===== src/rtl/y_p2s_tx_pkg.sv =====
// Shared definitions for the y result link (transmit side now, receive side later).
// Latency: n/a (types and constants only).
// Backpressure: n/a.
// Contents: default result width, FSM state encoding, FIFO level width helper.
package y_p2s_tx_pkg;

  // Default result word width (two's complement, sent unmodified).
  localparam int WIDTH_DEF = 12;

  // Serializer FSM states; encoding is shared with the future receive side.
  typedef enum logic [1:0] {
    ST_IDLE  = 2'd0,
    ST_SHIFT = 2'd1,
    ST_GAP   = 2'd2
  } st_t;

  // Occupancy counter width: must hold 0..DEPTH inclusive.
  function automatic int lvl_bits(input int depth);
    return $clog2(depth) + 1;
  endfunction

endpackage


===== src/rtl/y_p2s_tx_if.sv =====
// Result-word handshake between the datapath (master) and the serializer (slave).
// Latency: n/a (wires only).
// Backpressure: y_ready low means the slave drops any y_valid this cycle.
// Signals: y_in (result word), y_valid (new word this cycle), y_ready (slave can accept).
interface y_p2s_tx_if #(
  parameter int WIDTH = 12
);
  logic [WIDTH-1:0] y_in;
  logic             y_valid;
  logic             y_ready;

  modport master (output y_in, output y_valid, input y_ready);
  modport slave  (input y_in, input y_valid, output y_ready);
endinterface


===== src/rtl/y_p2s_tx_fifo.sv =====
// y_fifo: synchronous FIFO buffering result words ahead of the serializer.
// Latency: a write is visible at the head (rd_data) one edge later; rd_data is the current head.
// Backpressure: writes while full and reads while empty are ignored internally.
// Ports: clk, rst (sync, active-high), wr_en/wr_data, rd_en/rd_data, level (registered), full, empty.
module y_fifo #(
  parameter  int WIDTH = 12,
  parameter  int DEPTH = 4,
  localparam int AW    = $clog2(DEPTH),
  localparam int LW    = AW + 1
) (
  input  logic             clk,
  input  logic             rst,
  input  logic             wr_en,
  input  logic [WIDTH-1:0] wr_data,
  input  logic             rd_en,
  output logic [WIDTH-1:0] rd_data,
  output logic [LW-1:0]    level,
  output logic             full,
  output logic             empty
);

  logic [WIDTH-1:0] r_mem [DEPTH];
  logic [AW-1:0]    r_wr_ptr;
  logic [AW-1:0]    r_rd_ptr;
  logic [LW-1:0]    r_level;
  logic             w_wr;
  logic             w_rd;

  assign full    = (r_level == LW'(DEPTH));
  assign empty   = (r_level == '0);
  assign w_wr    = wr_en && !full;
  assign w_rd    = rd_en && !empty;
  assign rd_data = r_mem[r_rd_ptr];
  assign level   = r_level;

  // Storage needs no reset: the pointers and level define what is valid.
  always_ff @(posedge clk) begin
    if (w_wr) begin
      r_mem[r_wr_ptr] <= wr_data;
    end
  end

  // Pointers are exactly AW bits, so DEPTH being a power of 2 gives free wrap.
  always_ff @(posedge clk) begin
    if (rst) begin
      r_wr_ptr <= '0;
      r_rd_ptr <= '0;
      r_level  <= '0;
    end else begin
      if (w_wr) r_wr_ptr <= r_wr_ptr + 1'b1;
      if (w_rd) r_rd_ptr <= r_rd_ptr + 1'b1;
      case ({w_wr, w_rd})
        2'b10:   r_level <= r_level + 1'b1;
        2'b01:   r_level <= r_level - 1'b1;
        default: r_level <= r_level;
      endcase
    end
  end

endmodule


===== src/rtl/y_p2s_tx.sv =====
// y_p2s_tx: buffers signed result words and sends them MSB-first on one pin with a frame pulse.
// Latency: write at edge t into an empty idle block -> pop at t+1 -> MSB on sout after t+1.
// Backpressure: y_ready = FIFO not full; a y_valid while full is dropped and sets sticky ovf.
// Ports: clk, rst (sync, active-high); y_if (slave: y_in/y_valid/y_ready); ovf_clr;
//        sout/sframe/sactive (registered serial side); level (FIFO occupancy); ovf (sticky drop flag).
module y_p2s_tx
  import y_p2s_tx_pkg::*;
#(
  parameter  int WIDTH = WIDTH_DEF,
  parameter  int DEPTH = 4,
  parameter  int GAP   = 1,
  localparam int LW    = lvl_bits(DEPTH)
) (
  input  logic           clk,
  input  logic           rst,
  y_p2s_tx_if.slave      y_if,
  input  logic           ovf_clr,
  output logic           sout,
  output logic           sframe,
  output logic           sactive,
  output logic [LW-1:0]  level,
  output logic           ovf
);

  localparam int         BW     = $clog2(WIDTH);
  localparam logic [3:0] GAP_M1 = (GAP > 0) ? 4'(GAP - 1) : 4'd0;

  logic             w_full;
  logic             w_empty;
  logic             w_wr_en;
  logic             w_ovf_set;
  logic             w_pop;
  logic             w_start;
  logic [WIDTH-1:0] w_head;

  st_t              r_state,  w_state_nxt;
  logic [BW-1:0]    r_bit,    w_bit_nxt;
  logic [3:0]       r_gap,    w_gap_nxt;
  logic [WIDTH-1:0] r_sh,     w_sh_nxt;
  logic             r_sout,   w_sout_nxt;
  logic             r_sframe, w_sframe_nxt;
  logic             r_sactive, w_sactive_nxt;
  logic             r_ovf;

  // Acceptance is judged on the pre-edge level, so a pop on the same edge
  // does not make room for a write arriving while full.
  assign w_wr_en     = y_if.y_valid && !w_full;
  assign w_ovf_set   = y_if.y_valid && w_full;
  assign y_if.y_ready = !w_full;

  y_fifo #(
    .WIDTH (WIDTH),
    .DEPTH (DEPTH)
  ) u_fifo (
    .clk     (clk),
    .rst     (rst),
    .wr_en   (w_wr_en),
    .wr_data (y_if.y_in),
    .rd_en   (w_pop),
    .rd_data (w_head),
    .level   (level),
    .full    (w_full),
    .empty   (w_empty)
  );

  // Next-state and registered-output logic. r_sh is shifted left each bit,
  // so the next bit to send is always r_sh[WIDTH-2].
  always_comb begin
    w_state_nxt   = r_state;
    w_bit_nxt     = r_bit;
    w_gap_nxt     = r_gap;
    w_sh_nxt      = r_sh;
    w_sout_nxt    = 1'b0;
    w_sframe_nxt  = 1'b0;
    w_sactive_nxt = 1'b0;
    w_start       = 1'b0;
    w_pop         = 1'b0;

    case (r_state)
      ST_IDLE: begin
        w_start = !w_empty;
      end
      ST_SHIFT: begin
        if (r_bit != '0) begin
          w_bit_nxt     = r_bit - 1'b1;
          w_sh_nxt      = {r_sh[WIDTH-2:0], 1'b0};
          w_sout_nxt    = r_sh[WIDTH-2];
          w_sactive_nxt = 1'b1;
        end else if (GAP > 0) begin
          w_state_nxt = ST_GAP;
          w_gap_nxt   = GAP_M1;
        end else begin
          // No gap: chain straight into the next word if one is waiting.
          w_start     = !w_empty;
          w_state_nxt = ST_IDLE;
        end
      end
      ST_GAP: begin
        if (r_gap != '0) begin
          w_gap_nxt = r_gap - 1'b1;
        end else begin
          w_start     = !w_empty;
          w_state_nxt = ST_IDLE;
        end
      end
      default: begin
        w_state_nxt = ST_IDLE;
      end
    endcase

    // Pop edge: load the word and present its MSB with the frame pulse.
    if (w_start) begin
      w_pop         = 1'b1;
      w_state_nxt   = ST_SHIFT;
      w_sh_nxt      = w_head;
      w_bit_nxt     = BW'(WIDTH - 1);
      w_sout_nxt    = w_head[WIDTH-1];
      w_sframe_nxt  = 1'b1;
      w_sactive_nxt = 1'b1;
    end
  end

  always_ff @(posedge clk) begin
    if (rst) begin
      r_state   <= ST_IDLE;
      r_bit     <= '0;
      r_gap     <= '0;
      r_sh      <= '0;
      r_sout    <= 1'b0;
      r_sframe  <= 1'b0;
      r_sactive <= 1'b0;
      r_ovf     <= 1'b0;
    end else begin
      r_state   <= w_state_nxt;
      r_bit     <= w_bit_nxt;
      r_gap     <= w_gap_nxt;
      r_sh      <= w_sh_nxt;
      r_sout    <= w_sout_nxt;
      r_sframe  <= w_sframe_nxt;
      r_sactive <= w_sactive_nxt;
      // A drop on the same edge as a clear wins, so no overflow goes unseen.
      if (w_ovf_set)    r_ovf <= 1'b1;
      else if (ovf_clr) r_ovf <= 1'b0;
    end
  end

  assign sout    = r_sout;
  assign sframe  = r_sframe;
  assign sactive = r_sactive;
  assign ovf     = r_ovf;

endmodule


===== src/flat_wrapper.sv =====
// flat-port wrapper written by rule: the top's interface ports become plain ports
module y_p2s_tx_flat import y_p2s_tx_pkg::*;
#(
  parameter  int WIDTH = WIDTH_DEF,
  parameter  int DEPTH = 4,
  parameter  int GAP   = 1,
  localparam int LW    = lvl_bits(DEPTH)
)
  (clk, rst, ovf_clr, sout, sframe, sactive, level, ovf, y_if_y_in, y_if_y_valid, y_if_y_ready);
  y_p2s_tx_if #(.WIDTH(WIDTH)) y_if_i ();
  input  logic clk;
  input  logic rst;
  input  logic ovf_clr;
  output logic sout;
  output logic sframe;
  output logic sactive;
  output logic [LW-1:0] level;
  output logic ovf;
  input wire logic [$bits(y_if_i.y_in)-1:0] y_if_y_in;
  input wire logic [$bits(y_if_i.y_valid)-1:0] y_if_y_valid;
  output wire logic [$bits(y_if_i.y_ready)-1:0] y_if_y_ready;
  assign y_if_i.y_in = y_if_y_in;
  assign y_if_i.y_valid = y_if_y_valid;
  assign y_if_y_ready = y_if_i.y_ready;
  y_p2s_tx #(.WIDTH(WIDTH), .DEPTH(DEPTH), .GAP(GAP)) u_core (.clk(clk), .rst(rst), .y_if(y_if_i), .ovf_clr(ovf_clr), .sout(sout), .sframe(sframe), .sactive(sactive), .level(level), .ovf(ovf));
endmodule

===== config.mk =====
export PLATFORM = sky130hd
export DESIGN_NAME = y_p2s_tx_flat
export DESIGN_NICKNAME = d
export VERILOG_FILES = /design/src/rtl/y_p2s_tx_pkg.sv /design/src/rtl/y_p2s_tx_if.sv /design/src/rtl/y_p2s_tx_fifo.sv /design/src/rtl/y_p2s_tx.sv /design/src/flat_wrapper.sv
export SDC_FILE = /design/constraint.sdc
export NUM_CORES = 1
export LEC_CHECK = 0
export CAP_MARGIN = 5
export CORE_MARGIN = 1.5
export CORE_UTILIZATION = 60
export DETAILED_ROUTE_END_ITERATION = 12
export GPL_TIMING_DRIVEN = 0
export PLACE_DENSITY_LB_ADDON = 0.25
export SYNTH_ARGS = -nofsm -noshare
export SYNTH_HDL_FRONTEND = slang
export SYNTH_SLANG_ARGS = --single-unit

===== constraint.sdc =====
create_clock -name clk -period 7.6 [get_ports clk]
set_input_delay 1.9 -clock clk [delete_from_list [all_inputs] [get_ports clk]]
set_output_delay 1.9 -clock clk [all_outputs]
set_load 0.02 [all_outputs]

==> impl_metrics.env <==
export IMPL_status="finished, final reports clean"
export IMPL_grt_use_met3=0.0407
export IMPL_port_buffers=23
export IMPL_power_leakage_nw=1.36
export IMPL_critPathKind="flip-flop to output pin"
export IMPL_vias=2118
export IMPL_fin_crit_sh=0.485
export IMPL_grt_pass1_wl_mm=10.2
export IMPL_use_met1=0.281
export IMPL_crit_fanout=6
export IMPL_min_path_cells=2
export IMPL_clockBufferDepth=2
export IMPL_multi_input_area_sq_um=1200
export IMPL_period_needed_ns=3.69
export IMPL_synth_top_area_cell="edfxtp_1"
export IMPL_regArea_sq_um=2120
export IMPL_endpoint_kind="output pin"
export IMPL_grt_overflow_total=0
export IMPL_clk_pin_slew_ns=0.08
export IMPL_yosysWarnings=0
export IMPL_ys_seq_area_frac=0.617
export IMPL_grt_total_usage=0.223
export IMPL_reg2regPathDepth=12
export IMPL_drtIter0Drc=96
export IMPL_fmax_ghz=0.271
export IMPL_rows=27
export IMPL_wl_per_cell_um=16.9
export IMPL_cp_start_kind="flip-flop"
export IMPL_p_per_area_nw_per_um2=383
export IMPL_post_cts_buffers=0
export IMPL_setup_tns_ns=0
export IMPL_hold_buffers=0
export IMPL_cp_required_ns=5.70
export IMPL_grt_start_max_net_pins=15
export IMPL_max_slew_margin=0.575
export IMPL_yosys_area_top_type_share=0.419
export IMPL_h_tree_depth=3
export IMPL_nNetsFinal=320
export IMPL_netlist_area_sq_um=3440
export IMPL_cp_arrival_ns=1.79
export IMPL_synthCells=258
export IMPL_cts_buffers=9
export IMPL_antennaDiodeCount=0
export IMPL_total_power_mw=1.51
export IMPL_met2_usage=0.367
export IMPL_irDropWorstVdd_mv=0.199
export IMPL_synthArstFlopShare=0
export IMPL_drive_gt1_frac=0.145
export IMPL_ys_flop_type="edfxtp_1"
export IMPL_setup_viol=0
export IMPL_antenna_found_initial=0
export IMPL_cts_tree="built"
export IMPL_skew_ns=0.00882
export IMPL_ctsResizeCount=0
export IMPL_via_per_inst=5.74
export IMPL_synth_common_cells="edfxtp_1 (48), dfxtp_1 (34), nand2_1 (28), a21oi_1 (16), inv_1 (13)"
export IMPL_worstMarginPinSlew_ns=0.637
export IMPL_yosys_cell_count_top_type="edfxtp_1"
export IMPL_top_usage_layer="met2"
export IMPL_hp_class="flip-flop to flip-flop"
export IMPL_synth_cell_type_count=46
export IMPL_ys_seq_elements=82
export IMPL_die_area_sq_um=6190
export IMPL_drtAntennaViolNets=0
export IMPL_syn2layout_area_growth_pct=15.0
export IMPL_syn_mean_instance_area_sq_um=13.3
export IMPL_die_x_um=78.7
export IMPL_drtPass1Iterations=4
export IMPL_initial_core_util=0.624
export IMPL_synth_edf_count=48
export IMPL_core_area_sq_um=5510
export IMPL_fillCellCount=381
export IMPL_gp_congestion=0.752
export IMPL_syn_nets=286
export IMPL_maxSlewViolCount=0
export IMPL_synth_area_top_cells="edfxtp_1 (42%), dfxtp_1 (20%), mux4_2 (7.9%)"
export IMPL_cts_sinks=82
export IMPL_die_h_um=78.7
export IMPL_maxCapViolCount=0
export IMPL_drc=0
export IMPL_cts_root_buf="clkbuf_8"
export IMPL_clock_latency_ns=0.36
export IMPL_finalHoldViolCount=0
export IMPL_hpwlAfterDp_mm=4.31
export IMPL_grt_pass1_vias=2190
export IMPL_rsz0062_at_grt="false"
export IMPL_io_pins=24
export IMPL_finalWirelength_mm=6.22
-- cell families (layout without fill, tap and decap cells) --
kind of cell,count (synthesis),in the layout,synth area share
multiplexers,12,12,0.0786
XOR/XNOR,6,6,0.0153
AND/OR/NAND/NOR,68,68,0.105
adder cells (fa/ha/maj),12,12,0.0459
buffers and inverters,25,64,0.0346
AO/OA/AOI/OAI,53,53,0.103
flip-flops,82,82,0.617
-- layer usage --
layer,routed length (um),vias to the layer above
li1,-,1028
met1,2850,1036
met2,3080,44
met3,156,10
met4,137,0
met5,0,-
-- critical path, stage by stage, from the launching register on --
cell and delay (ns):
dfxtp_1 0.41, or3b_1 0.45, clkdlybuf4s50_1 0.57
-- where the power goes --
part	switching, mW	internal [mW]	leakage [nW]
clock	0.156	0.150	0.0889
combinational	0.348	0.261	0.556
sequential	0.0438	0.553	0.720
total	0.548	0.964	1.36
-- registers in the layout, indices dropped and copies added (netlist names), named ones only --
name / cells
u_core.ovf: 1
u_core.r_bit: 4
u_core.r_gap: 4
u_core.r_sh: 11
u_core.r_state: 2
u_core.sactive: 1
u_core.sframe: 1
u_core.sout: 1
u_core.u_fifo.level: 3
u_core.u_fifo.r_mem: 48
u_core.u_fifo.r_rd_ptr: 2
u_core.u_fifo.r_wr_ptr: 2
-- layout by cell type, fill, tap and decap left out, types with 2 or more instances in the layout --
cell type	Yosys	routed
inv_2	2	2
edfxtp_1	48	48
nand2_1	28	28
a31oi_1	10	10
a21oi_1	16	16
and3_1	4	4
clkinvlp_4	0	3
clkbuf_8	0	9
buf_6	2	2
o31a_1	2	2
clkbuf_1	3	3
dfxtp_1	34	34
buf_2	2	2
clkdlybuf4s50_1	0	23
xor2_1	3	3
nand3_1	5	5
xnor2_1	3	3
buf_4	2	2
o31ai_1	11	11
mux4_2	12	12
or3_1	2	2
nor2_1	10	10
nor3_1	4	4
nor2b_1	3	3
o21ai_1	5	5
inv_1	13	13
o211ai_1	2	2
ha_1	11	11
-- worst paths after layout --
check                              start                endpoint  slack [ns]
setup / recovery  u_core.u_fifo.level[2]            y_if_y_ready        3.91
hold reg to reg           u_core.r_sh[0]          u_core.r_sh[0]        0.48
hold / removal            u_core.r_sh[0]          u_core.r_sh[0]        0.48
setup reg to reg       u_core.r_state[0]  u_core.u_fifo.level[2]        4.85
-- per-stage QoR --
stage               cells  setup WS [ns]  utilization  hold slack, ns  instance area [sq um]
floorplan             258           4.27            -           0.448                   3440
global placement      353           3.69        0.682           0.457                   3760
detailed placement    353           3.62        0.682           0.462                   3760
CTS                   369           3.90        0.718           0.475                   3950
global route          369           3.82        0.718           0.500                   3950
finish                369           3.91        0.718           0.476                   3950
-- cell type report --
cell class / instances / area share
Timing Repair Buffer: 23 / 0.0583
Multi-Input combinational cell: 151 / 0.303
Buffer: 10 / 0.0158
Sequential cell: 82 / 0.537
Inverter: 15 / 0.0142
Clock inverter: 7 / 0.0177
Tap cell: 72 / 0.0228
Clock buffer: 9 / 0.0313
Power figures use the tool's default switching activity.
